### src/rtl/vga_timing_gen.sv
// ---------------------------------------------------------------------------
// vga_timing_gen
//
// Raster timing generator and pixel output stage for a VGA DAC. A pair of
// horizontal/vertical counters walks the full raster (active area, front
// porch, sync, back porch). The counters are exposed as x_pos/y_pos together
// with a pixel request, so upstream drawing logic can supply the colour of the
// current pixel. That colour is registered on the same clock-enabled edge as
// the sync and blanking signals, so everything at the DAC pins moves together.
//
// Ports
//   clock        pixel clock, all logic on the rising edge
//   reset        synchronous, active-high; overrides ce
//   ce           pixel clock enable; nothing advances while low
//   pix_req      (x_pos,y_pos) lies inside the active area this cycle
//   x_pos/y_pos  current raster position straight from the counters
//   colour_*_in  colour for the requested pixel, sampled on the ce edge
//   line_start   high while x_pos==0 and ce==1
//   frame_start  high while x_pos==0, y_pos==0 and ce==1
//   vga_hsync    registered horizontal sync, HSYNC_POL is the asserted level
//   vga_vsync    registered vertical sync, VSYNC_POL is the asserted level
//   vga_blank_n  registered, low outside the active area
//   colour_*     registered colour to the DAC, zero while blanked
// ---------------------------------------------------------------------------
module vga_timing_gen #(
  parameter int H_ACTIVE  = 1280,
  parameter int H_FP      = 48,
  parameter int H_SYNC    = 112,
  parameter int H_BP      = 248,
  parameter int V_ACTIVE  = 1024,
  parameter int V_FP      = 1,
  parameter int V_SYNC    = 3,
  parameter int V_BP      = 38,
  parameter bit HSYNC_POL = 1'b1,
  parameter bit VSYNC_POL = 1'b1,
  parameter int COORD_W   = 11,
  parameter int COLOUR_W  = 8
) (
  input  logic                clock,
  input  logic                reset,
  input  logic                ce,
  output logic                pix_req,
  output logic [COORD_W-1:0]  x_pos,
  output logic [COORD_W-1:0]  y_pos,
  input  logic [COLOUR_W-1:0] colour_R_in,
  input  logic [COLOUR_W-1:0] colour_G_in,
  input  logic [COLOUR_W-1:0] colour_B_in,
  output logic                line_start,
  output logic                frame_start,
  output logic                vga_hsync,
  output logic                vga_vsync,
  output logic                vga_blank_n,
  output logic [COLOUR_W-1:0] colour_R,
  output logic [COLOUR_W-1:0] colour_G,
  output logic [COLOUR_W-1:0] colour_B
);

  localparam int H_TOTAL = H_ACTIVE + H_FP + H_SYNC + H_BP;
  localparam int V_TOTAL = V_ACTIVE + V_FP + V_SYNC + V_BP;

  // Region boundaries are kept one bit wider than the counters. A sync region
  // that ends exactly at H_TOTAL (zero back porch) may equal 2**COORD_W, which
  // would wrap to zero at counter width and erase the whole region.
  localparam int EW = COORD_W + 1;

  localparam logic [EW-1:0] H_ACT_END  = EW'(H_ACTIVE);
  localparam logic [EW-1:0] H_SYNC_BEG = EW'(H_ACTIVE + H_FP);
  localparam logic [EW-1:0] H_SYNC_END = EW'(H_ACTIVE + H_FP + H_SYNC);
  localparam logic [EW-1:0] H_LAST     = EW'(H_TOTAL - 1);

  localparam logic [EW-1:0] V_ACT_END  = EW'(V_ACTIVE);
  localparam logic [EW-1:0] V_SYNC_BEG = EW'(V_ACTIVE + V_FP);
  localparam logic [EW-1:0] V_SYNC_END = EW'(V_ACTIVE + V_FP + V_SYNC);
  localparam logic [EW-1:0] V_LAST     = EW'(V_TOTAL - 1);

  logic [COORD_W-1:0] h_cnt;
  logic [COORD_W-1:0] v_cnt;
  logic [EW-1:0]      h_ext;
  logic [EW-1:0]      v_ext;
  logic               h_last;
  logic               v_last;
  logic               hsync_raw;
  logic               vsync_raw;
  logic               active_raw;

  assign h_ext = {1'b0, h_cnt};
  assign v_ext = {1'b0, v_cnt};

  // Decode where the counters currently sit in the raster. An empty porch or
  // sync region has equal begin/end bounds, so it never matches and costs no
  // cycle.
  always_comb begin
    h_last     = (h_ext == H_LAST);
    v_last     = (v_ext == V_LAST);
    hsync_raw  = (h_ext >= H_SYNC_BEG) && (h_ext < H_SYNC_END);
    vsync_raw  = (v_ext >= V_SYNC_BEG) && (v_ext < V_SYNC_END);
    active_raw = (h_ext < H_ACT_END) && (v_ext < V_ACT_END);
  end

  // Raster counters. The line counter only moves when the pixel counter
  // wraps, which is why vsync changes on a line boundary rather than on an
  // hsync edge.
  always_ff @(posedge clock) begin
    if (reset) begin
      h_cnt <= '0;
      v_cnt <= '0;
    end else if (ce) begin
      if (h_last) begin
        h_cnt <= '0;
        v_cnt <= v_last ? '0 : v_cnt + 1'b1;
      end else begin
        h_cnt <= h_cnt + 1'b1;
      end
    end
  end

  // Output stage. The colour returned for the requested pixel and the syncs
  // decoded from the same counter values are captured on the same edge, so
  // the DAC sees colour, blanking and syncs for one pixel together. Reset
  // drops any sync pulse in progress at once instead of finishing it.
  always_ff @(posedge clock) begin
    if (reset) begin
      vga_hsync   <= ~HSYNC_POL;
      vga_vsync   <= ~VSYNC_POL;
      vga_blank_n <= 1'b0;
      colour_R    <= '0;
      colour_G    <= '0;
      colour_B    <= '0;
    end else if (ce) begin
      vga_hsync   <= hsync_raw ? HSYNC_POL : ~HSYNC_POL;
      vga_vsync   <= vsync_raw ? VSYNC_POL : ~VSYNC_POL;
      vga_blank_n <= active_raw;
      colour_R    <= active_raw ? colour_R_in : '0;
      colour_G    <= active_raw ? colour_G_in : '0;
      colour_B    <= active_raw ? colour_B_in : '0;
    end
  end

  // Position and request go out combinationally from the counter registers,
  // so upstream sees the request in the same cycle as the coordinates. The
  // start pulses are gated with ce so a held counter value yields one pulse.
  assign x_pos       = h_cnt;
  assign y_pos       = v_cnt;
  assign pix_req     = active_raw;
  assign line_start  = ce && (h_cnt == '0);
  assign frame_start = ce && (h_cnt == '0) && (v_cnt == '0);

endmodule

### config.mk
export PLATFORM = sky130hd
export DESIGN_NAME = vga_timing_gen
export DESIGN_NICKNAME = d
export VERILOG_FILES = /design/src/rtl/vga_timing_gen.sv
export SDC_FILE = /design/constraint.sdc
export NUM_CORES = 1
export LEC_CHECK = 0
export CORE_MARGIN = 1
export CORE_UTILIZATION = 44
export DETAILED_ROUTE_END_ITERATION = 8
export PLACE_DENSITY = 0.82
export SLEW_MARGIN = 20
export SYNTH_ARGS = -nofsm -noshare
export SYNTH_HDL_FRONTEND = slang
export SYNTH_SLANG_ARGS = --single-unit
### constraint.sdc
create_clock -name clock -period 2.3 [get_ports clock]
set_clock_uncertainty 0.15 [all_clocks]
set_input_delay 0.23 -clock clock [delete_from_list [all_inputs] [get_ports clock]]
set_output_delay 0.23 -clock clock [all_outputs]
set_load 0.02 [all_outputs]
After elaboration in Yosys (flattened, before gate mapping). Cells that the tools add are included.

$add $sub $neg: 2. Order comparisons: 6. Equality and inequality tests: 2. Mux-type cells: 7. Reduce and logical (&&, ||, !) cells: 8.

Operator list (number): < comparator 11 bit, second input constant (4); 2-to-1 mux 8 bit (3); adder 11 x 1 -> 11 bit, second input constant (2); == test 11 bit, second input constant (2); greater-or-equal comparator 11 bit, second input constant (2); zero test 11 bit (2); 2-to-1 mux 11 bit (2); logical AND 1 bit (5); 2-to-1 mux 1 bit (2); AND reduction 2 bit (1).

Register bits: 49. Input port bits: 27. Output and inout bits: 52. Word-level logic and storage cells: 33.

Longest topological paths before layout. Gate-level depths: netlist (run 1).

Depth in word-level cells: 3. Mapped depth: 7. Depth with buffers taken out: 6.

Worst setup path before layout (run 1). OpenSTA, ideal clock, no wires.

Path kind: reg2out. Start: register h_cnt[3] (netlist: x_pos[3]). End: output frame_start. Arrival time: 2116 ps. Data required time: 1920 ps. Setup slack: -196 ps. Cell stages (with the launch flop): 5. Buffers on the path: 0. Cells stage by stage: dfxtp_1 > nor4_4 > nand4_1 > nor4_1 > and4_1.

Longest elaborated chain between the ends: 3.

Ends and longest elaborated chain: start, declared (line 76) `logic [COORD_W-1:0] h_cnt;`; start signal, assigned (line 112) `h_cnt <= h_cnt + 1'b1;`; zero test 11 bit; logical AND 1 bit; named net line_start (line 48) `output logic line_start,`; logical AND 1 bit (line 146) `assign frame_start = ce && (h_cnt == '0) && (v_cnt == '0);`; end, declared (line 49) `output logic frame_start,`.

The timed path passes the listed nets, and every way through them passes these cells.

Worst setup path after layout (run 1).
Start: register h_cnt[3] (netlist: x_pos[3]). End: output line_start.

Longest elaborated chain between the ends: 2.

Ends and longest elaborated chain: zero test 11 bit (line 145) `assign line_start = ce && (h_cnt == '0);`; logical AND 1 bit (line 145); end, declared (line 48).

No other way between the ends.

==> impl_metrics.ini, run 1 <==
[clock_network]
cts_setup_buffers = 0
latest_clock_arrival_within_the_worst_skew_pair_ps = 310
cts-root-to-sink-buffers = 2
clkTransAtPathRegs_ps = 90
tritoncts = built
numCtsBuffers = 5
holdBufCountCts = 0
cts-root-buf = clkbuf_8
ctsHtreeMaxLevel = 2
clock_sinks = 49

[sta]
grt_setup_unrepaired = no
worst-slew-pin-transition_ps = 486
final_min_period_over_clock_period_pct = 94.3
setup_total_negative_slack_ps = 0
timing.fmax_ghz = 0.461
final-setup-viol-count = 0
timing_max_transition_violations_final = 0
timing.hold.ws_ps = 310
maxSlewHeadroom_pct = 67.6
hold_viol = 0
min_period_ps = 2170
setup_slack_ps = 132

[logic_synthesis]
ys_seq_elements = 49
synth.distinct_cells = 31
avg_inst_size_synth_um2 = 8.31
synth-warning-count = 0
synth_enable_flop_cells = 0
synthDominantAreaCellType = dfxtp_1
synthesis.instances = 258
ys_top_cells_by_area = dfxtp_1, a21oi_1, nand3_1, nand2_1, nor2_1
syn-cell-area_mm2 = 0.00214
share_of_the_synthesized_area_in_the_top_cell_type_pct = 45.8
yosys_most_used_dff = dfxtp_1
seq_area_frac_synth_pct = 45.8
synth_nets = 290
async_flop_share_pct = 0

[placed_design]
globalplace.congestion = 0.812
place.detailed.hpwl_um = 3790
pre_cts_ws_ps = -15.4
numPortBuffers = 78

[critical_path]
regToRegEndpoint = x_pos[8]$_SDFFE_PP0P_
setup.worst_path.end_class = output port
worstRegToRegCells = 5
ff2ff_setup_slack_ps = 340
critical_path_peak_fanout = 2
r2r_start = x_pos[0]$_SDFFE_PP0P_
path_class = reg2out
critPathCapture = line_start
critPathLaunchType = flip-flop
timing.critical_path.required_ps = 1920
timing.critical_path.from = x_pos[3]$_SDFFE_PP0P_
cp_data_arrival_time_ps = 1790

[flow_run]
maxCapViolations = 0

[route]
firstDrtPassIters = 4
wl_per_cell_um = 13.8
vias = 2073
drtAntennaViolNets = 0
route.detailed.drc = 0
drt_iter0_markers = 107
routed_wirelength_um = 5480
detail_route.vias_per_cell = 5.23

[hold_path]
hold_class = reg2reg
worstHoldStart = colour_R[2]$_SDFFE_PP0P_

[finish]
layout.area.seq_um2 = 981
nFillCells = 426
insertedDiodeCount = 0
drive_above_1_share_pct = 8.48
layout.cells.most_common_list = clkdlybuf4s50_1, dfxtp_1, nand2_1, a21oi_1, nand3_1
syn2layout_area_growth_pct = 47.1
final_net_count = 373
multi_input_comb_area_mm2 = 0.00107
mostFrequentLayoutCell = clkdlybuf4s50_1

[floorplanning]
die_outline_area_mm2 = 0.00515
core_ar_mm2 = 0.00469
die_y_um = 71.8
effective_utilization_at_floorplan_pct = 45.7
boundaryPins = 79
rows = 25
chipWidth_um = 71.8

[global_route]
globalRouteTotalUtil_pct = 22.2
remaining_global_route_overflow = 0
grt_pass1_wl_um = 8930
grt_pass1_vias = 1951
antenna_found_initial = 0
grt_max_degree = 29

[power]
max-vdd-ir-drop_v = 0.000375
power.static_leakage_nw = 1.19
p_per_area_mw_per_mm2 = 558

[run_status]
run_status = finished, final reports clean
## critical path: stages, from the launching register on
cell,delay (ps)
dfxtp_1,340
nor4_4,290
nand4_1,170
nor4_4,210
buf_4,150
dlygate4sd2_1,320
## final cells by class
| type | instances | share of cell area (%) |
|---|---|---|
| inverters | 8 | 0.952 |
| clock buffers | 7 | 2.74 |
| well taps | 54 | 2.14 |
| flip-flops and latches | 49 | 31.1 |
| clock inverters | 1 | 0.952 |
| multi-input cells | 184 | 34.0 |
| repair buffers | 93 | 28.1 |
## cells in the mapped netlist (6+ instances only)
library cell and count:
a21oi_1 32, and4_1 7, buf_2 6, clkbuf_1 9, dfxtp_1 49, inv_1 7, nand2_1 32, nand3_1 27
nand4_1 8, nor2_1 24, nor3_1 6, xnor2_1 8, xor2_1 6
## state kept, by name (all words and copies together), names as in the netlist
name	flops
x_pos	11
vga_hsync	1
vga_blank_n	1
colour_R	8
colour_G	8
y_pos	11
vga_vsync	1
colour_B	8
## routing by layer
metal	vias to the layer above	share of wire (%)	GRT usage [%]
met5	-	0	0
met4	0	0.80	6.75
met3	5	5.6	6.75
met2	52	49	37.1
met1	957	44	27.6
li1	1059	-	-
## worst min-delay path by stage
| stage | endpoint | slack [ps] | cells past startpoint |
|---|---|---|---|
| final | colour_R[2]$_SDFFE_PP0P_ | 310 | 2 |
| after CTS | colour_R[2]$_SDFFE_PP0P_ | 310 | 2 |
| after detailed placement | colour_R[2]$_SDFFE_PP0P_ | 300 | 2 |
| after global routing | colour_R[5]$_SDFFE_PP0P_ | 330 | 2 |
| after floorplan | colour_B[7]$_SDFFE_PP0P_ | 250 | 2 |
| after global placement | colour_R[2]$_SDFFE_PP0P_ | 290 | 2 |
## power by group
part	switching [mW]	total, mW	internal, mW
Combinational	0.112	0.231	0.120
Clock	0.282	0.637	0.355
Sequential	0.0171	0.893	0.876
Total	0.411	1.76	1.35
## per-stage QoR
| stage | util, % | power [mW] | cells | instance area, um^2 |
|---|---|---|---|---|
| after global routing | 67.2 | 1.84 | 396 | 3150 |
| final | 67.2 | 1.76 | 396 | 3150 |
| after floorplan | - | 1.02 | 258 | 2150 |
| after CTS | 67.3 | 1.78 | 396 | 3160 |
| after detailed placement | 64.7 | 1.15 | 388 | 3030 |
| after global placement | 64.7 | 1.14 | 388 | 3030 |
## repair_timing
item                       4_1_cts  5_1_grt
setup endpoints to repair        2        2
hold endpoints to repair         0        0
pin swaps                        1        3
resized for setup                5        1
## kinds of logic (layout without fill, tap and decap cells)
| family | after synthesis | count (layout) | share of synthesized area (%) |
|---|---|---|---|
| and+or+nand+nor | 121 | 121 | 29.0 |
| adders and majority gates | 5 | 5 | 2.92 |
| xor gates and xnor gates | 14 | 14 | 5.72 |
| buffers and inverters | 25 | 109 | 4.96 |
| AOI/OAI and AO/OA | 40 | 40 | 9.81 |
| muxes | 4 | 4 | 1.87 |
| DFF | 49 | 49 | 45.8 |
Note: power is estimated with default switching activity, not from simulation.
==> run 2: changes to the inputs <==
Settings changed: CORE_UTILIZATION 44 to 62, DONT_BUFFER_PORTS set to 1, PLACE_DENSITY 0.82 to 0.81.
==> run 2 against run 1 <==
Cell count is 17% lower. Register-to-register slack worse by 140 ps. Sequential share of layout area is 7.6 points higher. Worst setup slack better by 4.8 ps. Combinational power is 45% lower. Critical path type is now in2reg. Hold slack worse by 270 ps. Count of clock-buffer cells in the layout is 1 lower. Via count is 5.0% lower. Total power is 17% lower.
==> impl_metrics.ini, run 2 (same netlist as run 1, synthesis figures left out) <==
[run_status]
run_status = finished, final reports clean

[finish]
mostFrequentLayoutCell = dfxtp_1
syn2layout_area_growth_pct = 18.3
layout.area.seq_um2 = 982
insertedDiodeCount = 0
final_net_count = 317
nFillCells = 221
instances_no_fill = 330
multi_input_comb_area_mm2 = 0.00107
drive_above_1_share_pct = 9.44
layout.cells.most_common_list = dfxtp_1, nand2_1, a21oi_1, nand3_1, dlygate4sd3_1

[critical_path]
cp_data_arrival_time_ps = 2320
slowest_delay_ps = 1220
worstRegToRegCells = 5
critPathTopFamily = buffers and inverters
critPathLaunchType = input port
crit_path_top_delay_cell = dlygate4sd3_1
critical_path_peak_fanout = 27
setup.worst_path.end_class = flip-flop
cp_cell_sequence = dlygate4sd3_1 > nand3_1 > dlygate4sd3_1 > a21oi_1
path_class = in2reg
r2r_start = x_pos[0]$_SDFFE_PP0P_
timing.critical_path.required_ps = 2460
regToRegEndpoint = x_pos[6]$_SDFFE_PP0P_
worst-path-buf-inv = 2
ff2ff_setup_slack_ps = 200
timing.critical_path.mode_cell = dlygate4sd3_1

[clock_network]
latest_clock_arrival_within_the_worst_skew_pair_ps = 370
clock_sinks = 49
numCtsBuffers = 5
cts-root-to-sink-buffers = 2
ctsHtreeMaxLevel = 2
clkTransAtPathRegs_ps = 140
tritoncts = built
cts-root-buf = clkbuf_4

[power]
power.total_mw = 1.46
max-vdd-ir-drop_v = 0.000417
power.static_leakage_nw = 0.957
p_per_area_mw_per_mm2 = 574

[floorplanning]
effective_utilization_at_floorplan_pct = 68.0
rows = 20
die_y_um = 60.8
die_outline_area_mm2 = 0.00370
chipWidth_um = 60.8
boundaryPins = 79
core_ar_mm2 = 0.00315

[sta]
worst-slew-pin-transition_ps = 1100
maxSlewHeadroom_pct = 26.7
min_period_ps = 2160
final_min_period_over_clock_period_pct = 94.1
setup_total_negative_slack_ps = 0
hold_viol = 0
timing_max_transition_violations_final = 0
timing.fmax_ghz = 0.462
grt_setup_unrepaired = no
final-setup-viol-count = 0
timing.hold.ws_ps = 42.9

[route]
drtAntennaViolNets = 0
routed_wirelength_um = 5350
route.detailed.drc = 0
detail_route.vias_per_cell = 5.97
drt_iter0_markers = 93
firstDrtPassIters = 4
vias = 1969
wl_per_cell_um = 16.2

[hold_path]
hold_class = in2reg
worstHoldStart = ce
hold-path-endpoint = x_pos[3]$_SDFFE_PP0P_
timing.hold.worst_path_depth = 3

[global_route]
antenna_found_initial = 0
grt_pass1_vias = 1794
grt_max_degree = 32
grt_pass1_wl_um = 7980
globalRouteTotalUtil_pct = 29.5
remaining_global_route_overflow = 0

[placed_design]
numPortBuffers = 0
place.detailed.hpwl_um = 3190
post-place-cells = 296
globalplace.congestion = 0.907

[flow_run]
maxCapViolations = 0
run 2: cell types whose count changed in the layout (fill, tap and decap cells not counted), moves of 2 or more:
| cell | delta |
|---|---|
| clkdlybuf4s50_1 | -76 |
| clkinvlp_4 | +2 |
| dlygate4sd3_1 | +26 |
| clkbuf_4 | +5 |
| buf_4 | -5 |
| clkbuf_8 | -6 |
run 2: cell type report:
type	count	area share [%]
multi-input cells	184	42.0
flip-flops and latches	49	38.7
well taps	44	2.17
inverters	8	1.18
repair buffers	37	13.7
clock inverters	2	0.592
clock buffers	6	1.63
run 2: how the worst max path moves through the flow:
stage,from,end,slack (ps),cells after the start
6_report,ce,colour_R[1]$_SDFFE_PP0P_,140,4
5_1_grt,x_pos[3]$_SDFFE_PP0P_,frame_start,40,4
4_1_cts,x_pos[8]$_SDFFE_PP0P_,frame_start,80,4
3_5_place_dp,x_pos[0]$_SDFFE_PP0P_,x_pos[5]$_SDFFE_PP0P_,220,5
3_3_place_gp,x_pos[0]$_SDFFE_PP0P_,x_pos[7]$_SDFFE_PP0P_,320,5
2_1_floorplan,x_pos[3]$_SDFFE_PP0P_,frame_start,70,4
run 2: per-layer routing:
layer	global-route usage (%)	share of wire, %	vias to the layer above
met4	11.7	1.4	0
met3	11.5	7.4	7
met5	0	0	-
met1	32.9	41	950
met2	50.7	50	68
li1	-	-	944
run 2: repair_timing:
action,CTS,global route
hold buffers,26,0
setup buffers,0,0
resized for setup,0,3
setup endpoints to repair,0,2
hold endpoints to repair,37,0
run 2: tightest hold or removal path, stage by stage:
cell and delay [ps]:
nand4_1 140, xor2_1 90, nor2_1 70
run 2: report_power, final:
part | switching, mW | internal, mW | leakage (nW) | total (mW)
clock network | 0.276 | 0.120 | 0.0245 | 0.395
logic | 0.0668 | 0.0610 | 0.533 | 0.128
registers | 0.0549 | 0.877 | 0.400 | 0.932
run 2: metrics by stage:
step / util [%] / worst slack, ps / instance area (um^2)
3_5_place_dp: 70.2 / 219 / 2210
4_1_cts: 80.2 / 77.6 / 2530
5_1_grt: 80.4 / 40.3 / 2540
2_1_floorplan: - / 70.6 / 2150
6_report: 80.4 / 136 / 2540
3_3_place_gp: 70.2 / 316 / 2210
